===== src/rtl/shift_reg_sequencer.sv =====
// Purpose: sequences an external 4-bit universal shift register to serialize one word (load, then N_SHIFT shifts).
// Latency: accept at edge k -> LOAD k+1, SHIFT k+2..k+1+N_SHIFT, done pulse k+2+N_SHIFT, ready again the next cycle.
// Backpressure: start_ready is high only in IDLE; start_valid is ignored while a word is in flight.
// Build option: define SHIFT_REG_SEQ_ROTATE_EN to feed the shifted-out bit back in (rotate) instead of zero-fill.
module shift_reg_sequencer #(
  parameter int N_SHIFT = 4  // shift cycles per word, legal 1..4
) (
  input  logic       CLK,
  input  logic       Clear,
  input  logic       start_valid,
  output logic       start_ready,
  input  logic       dir,
  input  logic [3:0] data_in,
  input  logic [3:0] A_par,
  output logic       s1,
  output logic       s0,
  output logic [3:0] I_par,
  output logic       MSB_in,
  output logic       LSB_in,
  output logic       ser_out,
  output logic       ser_valid,
  output logic       done
);

  typedef enum logic [1:0] {
    IDLE  = 2'd0,
    LOAD  = 2'd1,
    SHIFT = 2'd2,
    DONE  = 2'd3
  } state_t;

  // Counter runs 0..N_SHIFT-1 during SHIFT; two bits cover the legal range.
  localparam logic [1:0] LAST_CNT = 2'(N_SHIFT - 1);

  state_t     state;
  state_t     state_nxt;
  logic [1:0] shift_cnt;
  logic [3:0] word_q;
  logic       dir_q;
  logic       accept;

  assign accept = start_valid && (state == IDLE);

  // State register; Clear wins over any pending transition, including an accept.
  always_ff @(posedge CLK) begin
    if (Clear) begin
      state <= IDLE;
    end else begin
      state <= state_nxt;
    end
  end

  // Request capture and shift counter; word and direction are frozen after accept.
  always_ff @(posedge CLK) begin
    if (Clear) begin
      word_q    <= 4'h0;
      dir_q     <= 1'b0;
      shift_cnt <= 2'd0;
    end else if (accept) begin
      word_q    <= data_in;
      dir_q     <= dir;
      shift_cnt <= 2'd0;
    end else if (state == SHIFT) begin
      shift_cnt <= shift_cnt + 2'd1;
    end
  end

  // Next-state: one LOAD cycle, N_SHIFT SHIFT cycles, one DONE cycle.
  always_comb begin
    state_nxt = state;
    case (state)
      IDLE:    if (accept) state_nxt = LOAD;
      LOAD:    state_nxt = SHIFT;
      SHIFT:   if (shift_cnt == LAST_CNT) state_nxt = DONE;
      DONE:    state_nxt = IDLE;
      default: state_nxt = IDLE;
    endcase
  end

  // Outputs decoded from state; the serial bit is taken live from the register's parallel output.
  always_comb begin
    start_ready = 1'b0;
    s1          = 1'b0;
    s0          = 1'b0;
    MSB_in      = 1'b0;
    LSB_in      = 1'b0;
    ser_out     = 1'b0;
    ser_valid   = 1'b0;
    done        = 1'b0;
    case (state)
      IDLE: start_ready = 1'b1;
      LOAD: begin
        s1 = 1'b1;
        s0 = 1'b1;
      end
      SHIFT: begin
        ser_valid = 1'b1;
        if (dir_q) begin
          // Shift left: MSB leaves first, fill enters at the LSB.
          s1      = 1'b1;
          ser_out = A_par[3];
`ifdef SHIFT_REG_SEQ_ROTATE_EN
          LSB_in  = A_par[3];
`endif
        end else begin
          // Shift right: LSB leaves first, fill enters at the MSB.
          s0      = 1'b1;
          ser_out = A_par[0];
`ifdef SHIFT_REG_SEQ_ROTATE_EN
          MSB_in  = A_par[0];
`endif
        end
      end
      DONE:    done = 1'b1;
      default: ;
    endcase
  end

  // Load data is presented continuously; the register only takes it when select is 11.
  assign I_par = word_q;

endmodule


===== config.mk =====
export PLATFORM = sky130hd
export DESIGN_NAME = shift_reg_sequencer
export DESIGN_NICKNAME = d
export VERILOG_FILES = /design/src/rtl/shift_reg_sequencer.sv
export SDC_FILE = /design/constraint.sdc
export NUM_CORES = 1
export LEC_CHECK = 0
export BUFFER_PORTS_ARGS = -buffer_cell sky130_fd_sc_hd__buf_2
export CELL_PAD_IN_SITES_DETAIL_PLACEMENT = 0
export CELL_PAD_IN_SITES_GLOBAL_PLACEMENT = 1
export CORE_MARGIN = 2
export CORE_UTILIZATION = 30
export DETAILED_ROUTE_END_ITERATION = 6
export GPL_TIMING_DRIVEN = 0
export PLACE_DENSITY = 0.71
export RECOVER_POWER = 50
export SYNTH_ARGS = -nofsm -noshare
export SYNTH_HDL_FRONTEND = slang
export SYNTH_SLANG_ARGS = --single-unit
export TNS_END_PERCENT = 5

===== constraint.sdc =====
create_clock -name CLK -period 1.9 [get_ports CLK]
set_input_delay 0.19 -clock CLK [delete_from_list [all_inputs] [get_ports CLK]]
set_output_delay 0.19 -clock CLK [all_outputs]
set_load 0.01 [all_outputs]

* Word-level counts from Yosys, hierarchy flattened *
Cells that the tools add are included.

word-level totals
  bits in registers = 9
  input port bits = 12
  output and inout port bits = 12
  word-level logic and storage cells = 27

operators by class
  add/sub/neg operators = 1
  eq/ne operators = 6
  muxes and demuxes = 12
  reduce and logical (&&, ||, !) cells = 4

operator list
  cell                                                    number
  one-hot mux 2 bit (4 select lines)                      1
  two-way mux 1 bit                                       7
  equality test 2 bit (second input constant)             3
  two-way mux 2 bit                                       2
  one-hot mux 1 bit (2 select lines)                      2
  adder 2 x 1 -> 2 bit (second input constant)            1
  equality test 2 x 1 -> 1 bit (second input constant)    1
  logical NOT 2 bit                                       1
  inequality test 2 x 1 -> 1 bit (second input constant)  1
  inequality test 2 bit (second input constant)           1
  AND reduction 2 bit                                     1
  OR reduction 2 bit                                      1
  logical AND 1 bit                                       1

* Longest topological paths before layout *
  depth after elaboration = 4
  gate-level depth with buffers = 5
  depth with buffers taken out = 5

* Worst setup path after synthesis *
Ideal clock, no wire load.

  path kind = reg-to-reg
  from = register state[0]
  to = register state[0]
  setup time = 0.116 ns
  arrival time = 1.298 ns
  required time = 1.784 ns
  slack = 0.486 ns
  cell stages (with the launch flop) = 6
  path buffers = 0
  path through = dfxtp_1 inv_1 ha_1 nor2b_1 or3_1 o211a_1

on the way
  word-level cells in the longest chain between the ends = 4
  elaborated cells on any way between the ends = 9

RTL lines
  element                                 RTL line  source
  start: declaration                      35        state_t state;
  start signal: assignment                49        state <= state_nxt;
  logical NOT 2 bit                       42, 71
  logical AND 1 bit                       42        assign accept = start_valid && (state == IDLE);
  inequality test 2 bit (no source line)  --
  AND reduction 2 bit (no source line)    --

Parallel ways exist; a longest one is shown, timed or not.
A chain may end at the register's enable or synchronous reset.

* Worst setup path after layout *
  from = register state[0]
  to = output s0

on the way
  word-level cells in the longest chain between the ends = 2
  elaborated cells on any way between the ends = 3

RTL lines
  element                                                              RTL line  source
  equality test 2 bit or equality test 2 x 1 -> 1 bit (tied branches)  90        case (state)
  one-hot mux 1 bit (2 select lines) *                                 90
  end: declaration                                                     16        output logic s0,

Every way passes the cells marked *; elsewhere a longest branch is shown, timed or not.

==> summary by stage <==
Timing
Summed over all failing endpoints, the final setup total negative slack is 0 ns. The max-slew violation count is 0. On the final layout, the worst hold slack is ~0.17 ns.

The fraction of the cycle the final worst path needs is 89.6%. Static timing analysis puts the maximum clock frequency at 0.587 GHz. The worst setup margin is a little under 0.2 ns. The clock period could shrink to 1.70 ns.

The final-report hold violation count is 0. Setup repair after global routing left no endpoint under its margin. Setup violations remaining at the end of the flow were counted as 0. The clock arrives with about 0.0016 ns of skew.

Synthesis
The synthesized design spends more area on one cell type than any other, namely dfxtp_1. A synthesized cell averages ~8.7 sq um. The Yosys step of the flow raised 0 warnings.

In this run, synthesis produced a sequential element count of 9. The synthesized netlist occupies a cell area of 480 sq um. Counting distinct cell types in the post-synthesis netlist gives 16. The synthesized instance count is between 50 and 60. Sorting the synthesized cells by area gives the leading types as dfxtp_1, ha_1, a21oi_1, nand2_1, nand3_1. Sequential elements use 37.5% of the synthesized area. The share of synthesized area in the top cell type comes to 37.5%.

Power and ir drop
The switching share of power is a little under two fifths. The net switching power figure is 265 uW. The combinational cell fraction of total power is 41.9%. The power share of the clock group is 21.3%.

The cell area power density is 1140 nW/um^2. The internal power consumption is 442 uW. The leakage component of the power is 0.000317 uW. VDD sags by at most roughly 0.0004 V. The final total power is 706 uW. The share of power burned in registers is 36.9%.

Layout
The top cell types in the final layout, fill and taps aside, are buf_2, dfxtp_1, nand2_1. Leaving out fill and tap cells, the most frequent cell in the layout is buf_2. After filler insertion, the fill cell instance count of the layout stands at 178.

The area growth from synthesis to layout is 28.9%. Cells with a size suffix above 1 make up 25.3% of the layout. 0 antenna diodes ended up in the layout. For this run, the post-layout net count is 98.

Clock tree
The number of gates resized after CTS is 0. After clock tree synthesis, the clock-pin slew on the worst setup and hold paths is 0.07 ns. The number of buffers created by CTS is 3.

In this run the number of H-tree levels came out at 1. The clock latency on the worst-skew pair is 0.26 ns. In this run the post-CTS setup repair buffer count came out at 0. TritonCTS built the clock tree. After clock tree synthesis, the flow added hold-fix buffers numbering 0. Counting every sink on the clock net gives 9. The longest clock path from root to sink contains 2 buffers. The root buffer selected by CTS is clkbuf_4.

GRT
Global routing used roughly a tenth of the available tracks. The first global-routing pass estimated around 1500 um of wire. The pin count of the biggest net entering global routing is 9. The number of antenna violations at the first check in global routing is 0. The leftover overflow at the end of global routing is 0. The number of global-route vias before repair is 358.

Setup path
STA classifies the critical path endpoint as an output pin. At the worst endpoint, the arrival time is 1.51 ns. The type of element launching the critical path is a flip-flop. The required time at the endpoint of the critical path is 1.71 ns.

The kind of critical path is flip-flop to output pin. In this run the worst path has a maximum fanout of 8.

Outcome
The run finished with clean final reports.

Floorplan
The die area is 1940 sq um. Pin placement for this block handled 24 I/O pins. The die boundary height is 44.0 um. The region available for standard cell placement spans 1510 sq um.

The initialized floorplan defines 14 standard-cell rows. The initial utilization of the core area, before any placement, comes to 31.9%. The die width is around 44 um.

Worst hold path
The class of the tightest hold or removal check is input pin to flip-flop.

Routing
The vias after detailed routing is 435. After detailed routing, the number of remaining DRC violations is 0. The routed design has 958 um of wire. The count of nets left with antenna violations after detail routing is 0.

The pre-antenna-repair detailed-routing pass consisted of 4 iterations. After detailed routing, the average wire length per cell comes to 10.1 um. After detailed routing, the number of vias per cell comes to 4.58. The detailed router's first-iteration violation count is 1.

Placement
The number of buffer cells added on primary ports is 19. Routability-driven placement finished with a final weighted congestion of 0.696. The half-perimeter wire length after detailed placement is roughly 750 um. The worst slack at placement is 0.398 ns.

Flow run
The total of max-cap violations is 0.
[cells by family after synthesis]
logic type                 after synthesis  share of synthesized area [%]
other                                    1                          0.781
DFF                                      9                           37.5
muxes                                    3                           6.51
adders and majority gates                6                           15.6
buffers and inverters                    6                           6.25
AOI/OAI and AO/OA                        9                           10.9
and+or+nand+nor                         20                           20.6
xor gates and xnor gates                 1                           1.82
[per-stage QoR]
| step | std cells | cell area, sq um | util [%] |
|---|---|---|---|
| CTS | 95 | 626 | 41.5 |
| global route | 95 | 619 | 41.1 |
| global placement | 91 | 599 | 39.8 |
| finish | 95 | 619 | 41.1 |
| detailed placement | 91 | 599 | 39.8 |
| floorplan | 56 | 484 | - |
[layer usage]
layer  routed length [um]  global-route usage (%)  part of all wire (%)
met2                  483                    15.0                    50
met1                  430                    13.9                    45
met5                    0                       0                     0
met3                   43                    3.67                   4.5
met4                    0                    5.45                     0
[path summary, 6_finish.rpt]
check                                      startpoint               endpoint  slack [ns]  cells past startpoint
worst max-delay path            state[0]$_SDFFE_PP0P_                     s0        0.20                      5
worst min-delay path                            Clear  I_par[1]$_SDFFE_PP0P_        0.17                      2
worst max register to register  state[0]$_SDFFE_PP0P_  state[0]$_SDFFE_PP0P_        0.41                      5
worst min register to register  I_par[2]$_SDFFE_PP0P_  I_par[2]$_SDFFE_PP0P_        0.46                      2
[sequential cells by signal (all words and copies together) (netlist names)]
register,count
I_par,4
dir_q,1
shift_cnt,2
state,2
[critical path, cell delays in order (launching register included)]
cell and delay, ns:
dfxtp_1 0.39, inv_1 0.10, ha_1 0.31, nor2b_1 0.17
o21a_1 0.16, buf_2 0.13
[synthesized netlist by cell type]
| cell type | instances |
|---|---|
| inv_1 | 4 |
| a21oi_1 | 7 |
| dfxtp_1 | 9 |
| nand2_1 | 8 |
| or3_1 | 1 |
| nor2b_1 | 4 |
| nand3_1 | 5 |
| mux2_2 | 1 |
| ha_1 | 6 |
| o21a_1 | 1 |
| xor2_1 | 1 |
| buf_4 | 2 |
| o211a_1 | 1 |
| and3_1 | 2 |
| mux2i_1 | 2 |
| conb_1 | 1 |
[area by class of cell]
cell class,count,area (sq um),area share (%)
multi-input combinational,41,274,44.2
sequential,9,180,29.1
timing repair buffer,19,88.8,14.3
clock buffer,4,26.3,4.24
tap,16,20.0,3.23
buffer,2,15.0,2.42
inverter,4,15.0,2.42
[power groups by stage]
stage | Combinational [uW] | Sequential [uW] | Clock [uW]
floorplan | 204 | 267 | 0
global placement | 304 | 264 | 0
detailed placement | 305 | 265 | 0
CTS | 306 | 261 | 158
global route | 338 | 266 | 166
finish | 296 | 260 | 150
No activity file was read; power rests on OpenSTA's default activity.
